### src/rtl/acq_pkg.sv
// rtl/acq_pkg.sv - shared defaults and state encoding for the acquisition window generator
package acq_pkg;

    localparam int DEF_DATA_W  = 10;
    localparam int DEF_DLY_W   = 16;
    localparam int DEF_LEN_W   = 14;
    localparam int DEF_FCNT_W  = 16;
    localparam int DEF_GAP_CYC = 4;

    typedef enum logic [1:0] {
        IDLE  = 2'd0,
        DELAY = 2'd1,
        ACQ   = 2'd2,
        GAP   = 2'd3
    } acq_state_e;

endpackage

### src/rtl/acq_window_trig_sync.sv
// rtl/acq_window_trig_sync.sv - two-flop trigger synchroniser with rising-edge detect
//
// Ports:
//   clk       system clock
//   reset_n   asynchronous active-low reset
//   trig_in   asynchronous pulser trigger
//   trig_rise one-cycle pulse on the first synchronised high sample
module trig_sync (
    input  logic clk,
    input  logic reset_n,
    input  logic trig_in,
    output logic trig_rise
);

    logic sync1_q;
    logic sync2_q;
    logic edge_q;

    // All stages reset high so a trigger held high through reset release
    // never looks like a fresh edge.
    always_ff @(posedge clk or negedge reset_n) begin
        if (!reset_n) begin
            sync1_q <= 1'b1;
            sync2_q <= 1'b1;
            edge_q  <= 1'b1;
        end else begin
            sync1_q <= trig_in;
            sync2_q <= sync1_q;
            edge_q  <= sync2_q;
        end
    end

    assign trig_rise = sync2_q & ~edge_q;

endmodule

### src/rtl/acq_window.sv
// rtl/acq_window.sv - trigger-synchronised acquisition window generator feeding the frame averager
//
// Ports:
//   clk, reset_n     clock, asynchronous active-low reset
//   trig_in          asynchronous pulser trigger, rising-edge active
//   acq_enable       gates acceptance of new triggers
//   adc_data         ADC sample stream
//   delay_cfg        trigger-to-window delay (cycles), sampled on accepted trigger
//   length_cfg       window length (samples), sampled on accepted trigger
//   data_out         registered sample (1-cycle latency)
//   data_out_valid   window level, aligned to data_out
//   busy             high while a frame (delay, window or gap) is in progress
//   trig_miss        one-cycle pulse per rejected trigger edge
//   frame_cnt        completed windows, wrapping
//
// Build option: ACQ_TEST_PATTERN_EN replaces adc_data with a per-frame ramp.
module acq_window
    import acq_pkg::*;
#(
    parameter int DATA_W  = DEF_DATA_W,
    parameter int DLY_W   = DEF_DLY_W,
    parameter int LEN_W   = DEF_LEN_W,
    parameter int GAP_CYC = DEF_GAP_CYC,
    parameter int FCNT_W  = DEF_FCNT_W
) (
    input  logic              clk,
    input  logic              reset_n,
    input  logic              trig_in,
    input  logic              acq_enable,
    input  logic [DATA_W-1:0] adc_data,
    input  logic [DLY_W-1:0]  delay_cfg,
    input  logic [LEN_W-1:0]  length_cfg,
    output logic [DATA_W-1:0] data_out,
    output logic              data_out_valid,
    output logic              busy,
    output logic              trig_miss,
    output logic [FCNT_W-1:0] frame_cnt
);

    // The gap is counted in the delay counter, which is idle during GAP.
    localparam logic [DLY_W-1:0] GAP_LAST = DLY_W'(GAP_CYC - 1);

    logic              trig_rise;
    acq_state_e        state_q, state_d;
    logic [DLY_W-1:0]  dly_cnt_q, dly_cnt_d;
    logic [LEN_W-1:0]  len_cnt_q, len_cnt_d;
    logic [FCNT_W-1:0] frame_cnt_q;
    logic [DATA_W-1:0] data_out_q, data_d;
    logic              valid_q, busy_q, miss_q;
    logic              accept, frame_done;

    trig_sync u_trig_sync (
        .clk       (clk),
        .reset_n   (reset_n),
        .trig_in   (trig_in),
        .trig_rise (trig_rise)
    );

    always_comb begin
        state_d    = state_q;
        dly_cnt_d  = dly_cnt_q;
        len_cnt_d  = len_cnt_q;
        accept     = 1'b0;
        frame_done = 1'b0;
        case (state_q)
            IDLE: begin
                if (trig_rise && acq_enable && (length_cfg != '0)) begin
                    accept    = 1'b1;
                    len_cnt_d = length_cfg - 1'b1;
                    if (delay_cfg == '0) begin
                        state_d = ACQ;
                    end else begin
                        state_d   = DELAY;
                        dly_cnt_d = delay_cfg - 1'b1;
                    end
                end
            end
            DELAY: begin
                if (dly_cnt_q == '0) state_d = ACQ;
                else                 dly_cnt_d = dly_cnt_q - 1'b1;
            end
            ACQ: begin
                if (len_cnt_q == '0) begin
                    state_d    = GAP;
                    frame_done = 1'b1;
                    dly_cnt_d  = GAP_LAST;
                end else begin
                    len_cnt_d = len_cnt_q - 1'b1;
                end
            end
            GAP: begin
                if (dly_cnt_q == '0) state_d = IDLE;
                else                 dly_cnt_d = dly_cnt_q - 1'b1;
            end
            default: state_d = IDLE;
        endcase
    end

`ifdef ACQ_TEST_PATTERN_EN
    // Ramp restarts at 0 on acceptance; it advances on every edge that lands
    // in ACQ so the value registered on that edge is the sample index.
    logic [DATA_W-1:0] ramp_q, ramp_base;

    assign ramp_base = accept ? '0 : ramp_q;
    assign data_d    = ramp_base;

    always_ff @(posedge clk or negedge reset_n) begin
        if (!reset_n) ramp_q <= '0;
        else          ramp_q <= (state_d == ACQ) ? ramp_base + 1'b1 : ramp_base;
    end
`else
    assign data_d = adc_data;
`endif

    always_ff @(posedge clk or negedge reset_n) begin
        if (!reset_n) begin
            state_q     <= IDLE;
            dly_cnt_q   <= '0;
            len_cnt_q   <= '0;
            frame_cnt_q <= '0;
            data_out_q  <= '0;
            valid_q     <= 1'b0;
            busy_q      <= 1'b0;
            miss_q      <= 1'b0;
        end else begin
            state_q    <= state_d;
            dly_cnt_q  <= dly_cnt_d;
            len_cnt_q  <= len_cnt_d;
            data_out_q <= data_d;
            // Valid and busy follow the next state so they line up with data_out.
            valid_q    <= (state_d == ACQ);
            busy_q     <= (state_d != IDLE);
            miss_q     <= trig_rise & ~accept;
            if (frame_done) frame_cnt_q <= frame_cnt_q + 1'b1;
        end
    end

    assign data_out       = data_out_q;
    assign data_out_valid = valid_q;
    assign busy           = busy_q;
    assign trig_miss      = miss_q;
    assign frame_cnt      = frame_cnt_q;

endmodule

### config.mk
export PLATFORM = sky130hd
export DESIGN_NAME = acq_window
export DESIGN_NICKNAME = d
export VERILOG_FILES = /design/src/rtl/acq_pkg.sv /design/src/rtl/acq_window_trig_sync.sv /design/src/rtl/acq_window.sv
export SDC_FILE = /design/constraint.sdc
export NUM_CORES = 1
export LEC_CHECK = 0
export BUFFER_PORTS_ARGS = -buffer_cell sky130_fd_sc_hd__buf_2
export CAP_MARGIN = 20
export CORE_MARGIN = 2
export CORE_UTILIZATION = 50
export DETAILED_ROUTE_END_ITERATION = 8
export GPL_ROUTABILITY_DRIVEN = 0
export MAX_ROUTING_LAYER = met4
export PLACE_DENSITY = 0.8
export SYNTH_ARGS = -nofsm -noshare
export SYNTH_HDL_FRONTEND = slang
export SYNTH_SLANG_ARGS = --single-unit
export TNS_END_PERCENT = 5
### constraint.sdc
create_clock -name clk -period 5.5 [get_ports clk]
set_input_delay 0.275 -clock clk [delete_from_list [all_inputs] [get_ports clk]]
set_output_delay 0.275 -clock clk [all_outputs]
set_load 0.03 [all_outputs]
; ---- Word level (Yosys, flattened, before mapping)
; Index checks and enable logic that the tools add are counted.
; W data, S select, Z words.
[op_classes]
n_reduce_logical = 12
eq_ne = 9
n_addsub = 5
n_mux = 18
bitwise = 4
[ops]
columns = operator, count
row1 = $mux W16, 4
row2 = $pmux W16 S3, 1
row3 = $logic_not A16 Y1, 2
row4 = $sub A16 B1 Y16 const B, 2
row5 = $mux W14, 2
row6 = $pmux W14 S2, 1
row7 = $sub A14 B1 Y14 const B, 2
row8 = $add A16 B1 Y16 const B, 1
row9 = $logic_not A14 Y1, 1
row10 = $reduce_bool A14 Y1, 1
row11 = $mux W2, 5
row12 = $ne A2 B2 Y1 const B, 5
row13 = $pmux W2 S4, 1
row14 = $eq A2 B2 Y1 const B, 3
row15 = $mux W1, 4
row16 = $reduce_and A4 Y1, 1
row17 = $reduce_bool A2 Y1, 2
row18 = $reduce_and A3 Y1, 1
row19 = $and A1 B1 Y1, 2
row20 = $eq A2 B1 Y1 const B, 1
row21 = $logic_and A1 B1 Y1, 2
row22 = $logic_not A2 Y1, 1
row23 = $not A1 Y1, 2
row24 = $reduce_or A2 Y1, 1
[word_totals]
register_bits = 64
output_inout_bits = 29

; ---- Longest topological paths before layout
; Gate-level depths: netlist (run 1).
[logic_depth]
word_depth = 8
depth_mapped = 11
ltp_nobuf = 8

; ---- Cells and area by module
; Synthesis (run 1) repeated with hierarchy kept, for this count alone.
[hier_totals]
cells_unflattened = 407
area_unflattened_um2 = 3808.7
[modules_own_cells]
columns = module, seq_area_each_um2, n_inst, cells_per_inst, area_each_um2
row1 = acq_window, 1526.5, 1, 403, 3716.1
row2 = trig_sync, 78.8, 1, 4, 92.6

; ---- Least setup slack after synthesis (run 1)
; OpenSTA, ideal clock, no wires.
[synth_timing]
path_kind = flip-flop to flip-flop
startpoint = reg state_q[1]
endpoint = reg len_cnt_q[12]
synth_period_minus_slack_ns = 2.955
required_ns = 5.372
arrival_ns = 2.827
path_buffers = 3
path_slack_ns = 2.545
path_stages_with_launch = 12
path_cell_list = dfrtp_1 > nor2b_1 > buf_4 > buf_2 > clkbuf_1 > mux2i_1 > ha_1 > o211ai_2 > a211o_1 > or3_4 > a2111oi_4 > nor3_1
[synth_between]
elab_chain_cells = 3
elab_cells_between_ends = 7
cone_classes = 3 x eq/ne / 1 x mux / 3 x reduce/logical
[synth_lines]
columns = item, line_no
row1 = start: declaration, acq_window.sv:44  ; acq_state_e state_q, state_d;
row2 = start signal: assignment, acq_window.sv:126  ; state_q <= state_d;
row3 = $eq A2 B2 Y1 / $logic_not A2 Y1 (equally long branches), acq_window.sv:65  ; case (state_q)
row4 = $ne A2 B2 Y1 (no source line) / $reduce_bool A2 Y1 (equally long branches), --
row5 = $reduce_and A3 Y1 (no source line), --
row6 = end signal: assignment, acq_window.sv:128  ; len_cnt_q <= len_cnt_d;
row7 = end: declaration, acq_window.sv:46  ; logic [LEN_W-1:0] len_cnt_q, len_cnt_d;
; Parallel ways exist; a longest one is shown, timed or not.
; A chain may end at the register's enable or synchronous reset.

; ---- Worst setup path after layout (run 1)
[layout_timing]
startpoint = reg state_q[0]
endpoint = reg len_cnt_q[12]
; The elaborated chain is that of the path after synthesis.

==> qor.yml, run 1 <==
critical_path:
  critPathSlowestCell: "dfrtp_1"
  cp_num_buf_inv: 0
  cp_max_fo: 33
  critical_path_class: "reg -> reg"
  cpLargestDelayFamily: "simple AND/OR/NAND/NOR gates"
  endpoint_kind: "flop"
  worstPathArrival_ns: 3.62
  start_kind: "flop"
  cp_cell_sequence: "nand2b_1 > nand2_1 > a211o_1 > or3_4 > a2111oi_4 > nor3_1"
  worst_ep_required_time_ns: 5.72
  r2r_setup_slack_ns: 2.11
  slowest_delay_ns: 1.06
final_layout:
  syn_to_final_growth_pct: 17.0
  drive_gt1_share_pct: 23.0
  final_cell_mix: "buf_2, dfrtp_1, nor2_1"
  nFillCells: 650
  final_core_util_pct: 60.7
  fin_area_sq_um: 4400
  antenna_cells: 0
  final_common_cell: "buf_2"
  nNetsFinal: 525
cts:
  cts.sink_count: 64
  cts_hold_buffers: 0
  clkTransAtPathRegs_ns: 0.07
  cts_buffers: 9
  root_buffer: "clkbuf_8"
  postCtsSetupRepairBufs: 0
  cts_resized: 0
  cts_tree: "built"
  cts_max_level: 3
  cts_buffer_depth: 2
  clk_latency_ns: 0.35
floorplan:
  fp.dieW_um: 90.8
  start_util_pct: 51.9
  ioPinCount: 73
  die-area_sq_um: 8240
  rows: 31
  dieHeight_um: 90.8
  core_sq_um: 7250
global_routing:
  grt_util_all_layers_pct: 23.7
  grt_pass1_vias: 3339
  antenna_found_initial: 0
  grt_first_pass_wirelength_mm: 15.6
  use_met3_pct: 4.76
  grtUsageMet2_pct: 37.1
  grt_util_met1_pct: 30.4
  grt_max_degree: 65
  busiest_layer: "met2"
  grt_overflow: 0
synth:
  ys_async_sr_fraction_pct: 100
  synth_nets: 455
  synth-simple-area-share_pct: 24.2
  syn_area_per_cell_sq_um: 9.22
  synth_edf_count: 0
  synth-compound-area-share_pct: 16.3
  syn_area_sq_um: 3760
  ys_seq_area_share_pct: 42.7
  synthFlopType: "dfrtp_1"
  synthMuxAreaShare_pct: 5.12
  synth_cell_types: 64
  yosys_warnings: 0
  ys_ff_latch: 64
  synth_top_family_by_area: "simple AND/OR/NAND/NOR gates"
  synthAdderAreaFrac_pct: 0.997
  synthXorXnorAreaFrac_pct: 7.91
  synth_cells: 408
sta:
  final_hold_viol_count: 0
  finalCritPeriodShare_pct: 61.7
  setup_viol: 0
  worst_slack_ns: 2.11
  rsz0062_at_grt: "no"
  fin_tns_setup_ns: 0
  drv_slew: 0
  max_freq_mhz: 295
  post-route-min-period_ns: 3.39
  fin_skew_ns: 0.0153
  slew-limit-headroom_pct: 28.0
  worst-slew-pin-transition_ns: 1.08
routing:
  dr.pass1.iters: 5
  vias: 3434
  ant_nets: 0
  initialDrtViolationCount: 298
  drc: 0
  drt-wirelength-per-cell_um: 15.4
  vias_per_cell: 5.91
  detail_route.wirelength_mm: 8.95
place:
  portBuffers: 72
  hpwl_mm: 6.34
  dpl_cell_area_sq_um: 4200
  place_ws_ns: 2.23
pwr:
  power.density_nw_per_um2: 385
  p_leak_nw: 1.99
  power_mw: 1.70
  ir_drop_mv: 0.217
outcome:
  status: "finished clean"
worst_hold_path:
  hold_path_class: "in -> reg"
flow_run:
  cap_violations: 0
## layout make-up
type / instances / area (sq um) / area share, %
Multi-Input combinational cell: 319 / 2050 / 46.6
Clock buffer: 9 / 124 / 2.81
Inverter: 10 / 37.5 / 0.852
Tap cell: 99 / 124 / 2.81
Sequential cell: 64 / 1610 / 36.4
Timing Repair Buffer: 74 / 375 / 8.52
Clock inverter: 6 / 85.1 / 1.93
## synth_stat cells, types with 6 or more instances
library cell,number,share of area (%)
nand2_1,35,3.5
nor2_1,50,5.0
a31oi_1,7,1.2
nor3_1,24,3.2
xnor2_1,23,5.4
inv_1,9,0.90
clkbuf_1,6,0.60
and3_1,7,1.2
a211o_1,6,1.4
nand3_1,8,1.1
mux2i_1,17,4.5
nand4_1,10,1.7
or3_1,7,1.2
dfrtp_1,61,41
nor4_1,6,1.0
o21ai_0,12,1.6
xor2_1,11,2.6
a21oi_1,24,3.2
## layer usage
layer / vias up / share of wire (%)
li1: 1624 / -
met1: 1656 / 45
met2: 133 / 49
met3: 21 / 5.1
met4: 0 / 1.5
met5: - / 0
## path summary, 6_finish.rpt
path	depth (start not counted)	to	start
setup / recovery	6	len_cnt_q[12]	state_q[0]
hold reg to reg	0	u_trig_sync.sync2_q	u_trig_sync.sync1_q
hold / removal	1	u_trig_sync.sync1_q	trig_in
setup reg to reg	6	len_cnt_q[12]	state_q[0]
max in group asynchronous	2	data_out[0]	reset_n
min in group asynchronous	2	dly_cnt_q[8]	reset_n
## metrics by stage
stage	hold slack [ns]	cells
2_1_floorplan	-0.0206	408
3_3_place_gp	0.346	566
3_5_place_dp	0.349	566
4_1_cts	0.0238	581
5_1_grt	0.0178	581
6_report	0.0323	581
## power by group
group          switching [mW]  internal, mW
logic                   0.307         0.245
registers               0.137         0.570
clock network           0.188         0.251
total                   0.631          1.07
## flip-flops by register name, indices dropped and copies added, names as in the netlist
register	count
frame_cnt	16
u_trig_sync.sync1_q	1
u_trig_sync.edge_q	1
data_out_valid	1
trig_miss	1
data_out	10
u_trig_sync.sync2_q	1
len_cnt_q	14
dly_cnt_q	16
busy	1
state_q	2
## cells by family (layout without fill, tap and decap cells)
family          count (synthesis)  in the layout
fa+ha+maj                       3              3
mux                            19             19
simple gates                  175            175
compound gates                 88             88
flops                          64             64
xor+xnor                       34             34
buf+inv                        25             99
Note: power is estimated with default switching activity, not from simulation.
==> inputs of run 2 (changes only) <==
==> constraint.sdc (replaced) <==
create_clock -name clk -period 3.2 [get_ports clk]
set_input_delay 0.16 -clock clk [delete_from_list [all_inputs] [get_ports clk]]
set_output_delay 0.16 -clock clk [all_outputs]
set_load 0.03 [all_outputs]
==> qor.yml, run 2 (synthesis results as in run 1) <==
cts:
  cts_max_level: 3  # unchanged
  cts_buffer_depth: 2  # unchanged
  cts_resized: 0  # unchanged
  clk_latency_ns: 0.34  # was 0.35 ns
  clkTransAtPathRegs_ns: 0.07  # about the same
  cts_tree: "built"  # unchanged
  postCtsSetupRepairBufs: 0  # unchanged
  root_buffer: "clkbuf_8"  # unchanged
  cts_hold_buffers: 12  # was 0
  cts_buffers: 9  # unchanged
  cts.sink_count: 64  # unchanged
pwr:
  power.density_nw_per_um2: 647  # was 385 nW/um^2
  switching_share_pct: 36.5  # was 37.2%
  combPwrFrac_pct: 34.2  # was 32.5%
  p_clk_share_pct: 26.1  # was 25.8%
  p_leak_nw: 2.06  # was 1.99 nW
  seq_power_share_pct: 39.7  # was 41.6%
  ir_drop_mv: 0.351  # was 0.217 mV
  intPower_mw: 1.87  # was 1.07 mW
  power_mw: 2.95  # was 1.70 mW
  p_switching_mw: 1.08  # was 0.631 mW
routing:
  drc: 0  # unchanged
  dr.pass1.iters: 5  # unchanged
  vias_per_cell: 5.80  # was 5.91
  initialDrtViolationCount: 375  # was 298
  detail_route.wirelength_mm: 9.19  # was 8.95 mm
  vias: 3470  # was 3434
  ant_nets: 0  # unchanged
  drt-wirelength-per-cell_um: 15.4  # about the same
final_layout:
  final_cell_mix: "buf_2, dfrtp_1, nor2_1"  # unchanged
  drive_gt1_share_pct: 22.8  # was 23.0%
  regArea_sq_um: 1610  # unchanged
  nFillCells: 628  # was 650
  syn_to_final_growth_pct: 21.2  # was 17.0%
  fin_area_sq_um: 4560  # was 4400 sq um
  nNetsFinal: 541  # was 525
  multi_input_area_sq_um: 2050  # unchanged
  final_common_cell: "buf_2"  # unchanged
  stdcell_count: 598  # was 581
  antenna_cells: 0  # unchanged
sta:
  drv_slew: 0  # unchanged
  slew-limit-headroom_pct: 54.5  # was 28.0%
  fin_skew_ns: 0.0141  # was 0.0153 ns
  fin_tns_setup_ns: 0  # unchanged
  final_hold_viol_count: 0  # unchanged
  rsz0062_at_grt: "no"  # unchanged
  hold_slack_ns: 0.178  # was 0.0323 ns
  setup_viol: 0  # unchanged
  worst-slew-pin-transition_ns: 0.676  # was 1.08 ns
  post-route-min-period_ns: 2.66  # was 3.39 ns
  max_freq_mhz: 376  # was 295 MHz
  finalCritPeriodShare_pct: 83.0  # was 61.7%
global_routing:
  grt_pass1_vias: 3302  # was 3339
  grt_first_pass_wirelength_mm: 15.6  # about the same
  antenna_found_initial: 0  # unchanged
  grt_max_degree: 37  # was 65
  grt_overflow: 0  # unchanged
  grt_util_all_layers_pct: 23.9  # was 23.7%
place:
  dpl_cell_area_sq_um: 4230  # was 4200 sq um
  portBuffers: 72  # unchanged
  hpwl_mm: 6.47  # was 6.34 mm
  dp.cells: 570  # was 566
floorplan:
  core_sq_um: 7250  # unchanged
  start_util_pct: 51.9  # unchanged
  fp.dieW_um: 90.8  # unchanged
  dieHeight_um: 90.8  # unchanged
  die-area_sq_um: 8240  # unchanged
  ioPinCount: 73  # unchanged
  rows: 31  # unchanged
critical_path:
  r2r.worst_path.cells: 8  # was 6
  cp_max_fo: 6  # was 33
  worstPathArrival_ns: 2.87  # was 3.62 ns
  start_kind: "flop"  # unchanged
  critPathSlowestCell: "dfrtp_1"  # unchanged
  endpoint_kind: "flop"  # unchanged
  critical_path_class: "reg -> reg"  # unchanged
  slowest_delay_ns: 0.45  # was 1.06 ns
  cp_cell_sequence: "nor2b_2 > mux2i_1 > ha_1 > o211ai_2 > a211o_1 > or3_4 > a2111oi_4 > nor3_1"  # was nand2b_1 > nand2_1 > a211o_1 > or3_4 > a2111oi_4 > nor3_1
  worst_ep_required_time_ns: 3.41  # was 5.72 ns
worst_hold_path:
  hold_path_class: "in -> reg"  # unchanged
  holdPathStages: 3  # was 1
flow_run:
  cap_violations: 0  # unchanged
outcome:
  status: "finished clean"  # unchanged
[run 2: changes by cell type in the layout (fill, tap and decap cells not counted)]
cell | before | now
clkinvlp_4 | 2 | 0
clkbuf_8 | 9 | 10
clkbuf_1 | 0 | 2
dlygate4sd3_1 | 0 | 12
buf_4 | 2 | 6
[run 2: through the flow]
step / setup slack (ns) / util, %
3_5_place_dp: 0.577 / 58.3
4_1_cts: 0.562 / 62.9
3_3_place_gp: 0.670 / 58.3
2_1_floorplan: 0.245 / -
6_report: 0.543 / 62.9
5_1_grt: 0.317 / 62.9
[run 2: area by class of cell]
| class | instances | area share [%] |
|---|---|---|
| Multi-Input combinational cell | 319 | 45.0 |
| Sequential cell | 64 | 35.2 |
| Timing Repair Buffer | 90 | 11.5 |
| Clock buffer | 12 | 3.18 |
| Tap cell | 99 | 2.72 |
| Clock inverter | 4 | 1.54 |
| Inverter | 10 | 0.823 |
[run 2: worst max-delay path, delay by kind of cell, from the launching register on]
kind,cells,cell delay [ns]
compound gates,3,0.86
fa+ha+maj,1,0.27
flops,1,0.45
mux,1,0.25
simple gates,3,0.72
[run 2: final timing paths]
| check | from | to | slack, ns |
|---|---|---|---|
| max in group asynchronous | reset_n | state_q[0] | 1.90 |
| min in group asynchronous | reset_n | dly_cnt_q[13] | 0.38 |
| worst max register to register | state_q[1] | len_cnt_q[12] | 0.54 |
| worst min-delay path | length_cfg[9] | len_cnt_q[9] | 0.18 |
| worst min register to register | u_trig_sync.sync1_q | u_trig_sync.sync2_q | 0.36 |
| worst max-delay path | state_q[1] | len_cnt_q[12] | 0.54 |
[run 2: power groups by stage]
| stage | clock network (mW) | logic, mW | registers, mW |
|---|---|---|---|
| 2_1_floorplan | 0 | 0.741 | 1.16 |
| 3_5_place_dp | 0 | 0.986 | 1.18 |
| 6_report | 0.770 | 1.01 | 1.17 |
| 4_1_cts | 0.784 | 0.999 | 1.17 |
| 3_3_place_gp | 0 | 0.953 | 1.17 |
| 5_1_grt | 0.822 | 1.12 | 1.20 |
[run 2: metal layers]
layer	routed length, um	vias up	share of wire [%]	global-route usage (%)
li1	-	1654	-	-
met4	181	0	2.0	7.18
met1	4040	1653	44	30.5
met3	521	17	5.7	4.92
met2	4450	146	48	38.6
met5	0	-	0	-
==> inputs of run 3 (changes only) <==
==> constraint.sdc (replaced) <==
create_clock -name clk -period 2.8 [get_ports clk]
set_input_delay 0.14 -clock clk [delete_from_list [all_inputs] [get_ports clk]]
set_output_delay 0.14 -clock clk [all_outputs]
set_load 0.03 [all_outputs]
==> qor.yml, run 3 (synthesis results as in run 1) <==
final_layout:
  antenna_cells: 0  # unchanged
  multi_input_area_sq_um: 2060  # was 2050 sq um
  regArea_sq_um: 1610  # about the same
  nNetsFinal: 546  # was 541
  drive_gt1_share_pct: 24.2  # was 22.8%
  nFillCells: 606  # was 628
  syn_to_final_growth_pct: 23.0  # was 21.2%
  final_cell_mix: "buf_2, dfrtp_1, nor2_1"  # unchanged
  final_common_cell: "buf_2"  # unchanged
floorplan:
  rows: 31  # unchanged
  die-area_sq_um: 8240  # unchanged
  start_util_pct: 51.9  # unchanged
  ioPinCount: 73  # unchanged
  dieHeight_um: 90.8  # unchanged
  core_sq_um: 7250  # unchanged
  fp.dieW_um: 90.8  # unchanged
flow_run:
  cap_violations: 0  # unchanged
outcome:
  failed_checks: "DRC"
  status: "complete, but fails checks"  # was finished clean
cts:
  clk_latency_ns: 0.34  # about the same
  cts_buffers: 9  # unchanged
  clkTransAtPathRegs_ns: 0.07  # about the same
  root_buffer: "clkbuf_8"  # unchanged
  cts_tree: "built"  # unchanged
  postCtsSetupRepairBufs: 0  # unchanged
  cts_buffer_depth: 2  # unchanged
  cts.sink_count: 64  # unchanged
  cts_max_level: 3  # unchanged
global_routing:
  grt_util_all_layers_pct: 24.5  # was 23.9%
  grt_first_pass_wirelength_mm: 15.9  # was 15.6 mm
  grt_overflow: 0  # unchanged
  grt_max_degree: 65  # was 37
  antenna_found_initial: 0  # unchanged
  grt_pass1_vias: 3355  # was 3302
routing:
  vias_per_cell: 5.76  # was 5.80
  detail_route.wirelength_mm: 9.35  # was 9.19 mm
  drc: 1  # was 0
  initialDrtViolationCount: 210  # was 375
  ant_nets: 0  # unchanged
  dr.pass1.iters: 7  # was 5
  drt-wirelength-per-cell_um: 15.5  # was 15.4 um
  vias: 3471  # was 3470
sta:
  max_freq_mhz: 383  # was 376 MHz
  final_hold_viol_count: 0  # unchanged
  finalCritPeriodShare_pct: 93.2  # was 83.0%
  fin_tns_setup_ns: 0  # unchanged
  worst-slew-pin-transition_ns: 0.789  # was 0.676 ns
  slew-limit-headroom_pct: 47.4  # was 54.5%
  setup_viol: 0  # unchanged
  fin_skew_ns: 0.00810  # was 0.0141 ns
  worst_slack_ns: 0.189  # was 0.543 ns
  post-route-min-period_ns: 2.61  # was 2.66 ns
  drv_slew: 0  # unchanged
  rsz0062_at_grt: "no"  # unchanged
critical_path:
  worst_ep_required_time_ns: 3.01  # was 3.41 ns
  r2r.worst_path.cells: 8  # unchanged
  endpoint: "dly_cnt_q[8]"  # was len_cnt_q[12]
  worstPathArrival_ns: 2.82  # was 2.87 ns
  critPathLaunch: "state_q[0]"  # was state_q[1]
  worstReg2RegEnd: "dly_cnt_q[8]"  # was len_cnt_q[12]
  r2r-start: "state_q[0]"  # was state_q[1]
  cp_max_fo: 32  # was 6
  start_kind: "flop"  # unchanged
  endpoint_kind: "flop"  # unchanged
  r2r_setup_slack_ns: 0.19  # was 0.54 ns
  critical_path_class: "reg -> reg"  # unchanged
pwr:
  power.density_nw_per_um2: 755  # was 647 nW/um^2
  p_leak_nw: 2.10  # was 2.06 nW
  ir_drop_mv: 0.460  # was 0.351 mV
place:
  place_ws_ns: 0.124  # was 0.577 ns
  hpwl_mm: 6.51  # was 6.47 mm
  portBuffers: 72  # unchanged
worst_hold_path:
  hold_path_class: "in -> reg"  # unchanged
-- run 3: area by class of cell --
class	count	share of cell area [%]
Clock buffer	12	3.57
Clock inverter	4	1.60
Inverter	10	0.811
Multi-Input combinational cell	319	44.5
Sequential cell	64	34.7
Tap cell	99	2.68
Timing Repair Buffer	95	12.2
-- run 3: worst min-delay path by stage --
stage	startpoint	to	slack, ns	cells past startpoint
finish	length_cfg[9]	len_cnt_q[9]	0.15	3
global route	length_cfg[9]	len_cnt_q[9]	0.15	3
CTS	length_cfg[9]	len_cnt_q[9]	0.14	3
detailed placement	trig_in	u_trig_sync.sync1_q	0.25	1
global placement	trig_in	u_trig_sync.sync1_q	0.24	1
floorplan	reset_n	busy	-0.16	0
-- run 3: where the power goes --
part | total [mW] | internal (mW) | switching (mW)
sequential | 1.35 | 1.12 | 0.226
clock | 0.941 | 0.576 | 0.365
combinational | 1.20 | 0.523 | 0.682
total | 3.49 | 2.22 | 1.27
-- run 3: metrics by stage --
step	util (%)	total power [mW]	instances	hold WS, ns	cell area (sq um)
after floorplan	-	2.17	408	-0.156	3770
after global placement	58.8	2.45	575	0.244	4260
after detailed placement	58.8	2.51	575	0.246	4260
after CTS	63.7	3.49	603	0.143	4620
after global routing	63.8	3.72	603	0.147	4630
final	63.8	3.49	603	0.155	4630
-- run 3: worst max-delay path, cell delays in order, from the launching register on --
cell and delay (ns):
dfrtp_1 0.39, buf_4 0.33, mux2i_1 0.29, ha_1 0.28
o211ai_1 0.18, or2_1 0.33, a211oi_2 0.32, mux2i_1 0.22
o221ai_1 0.14
-- run 3: routing by layer --
metal  wire length, um  GRT usage (%)
met1              4090           31.2
met2              4630           39.7
met3               478           4.01
met4               148           8.46
met5                 0              -
-- run 3: what timing repair did --
item | in CTS | in global routing
hold endpoints to repair | 36 | 0
gates resized for setup | 0 | 2
hold buffers | 12 | 0
endpoints found under the setup margin | 0 | 1
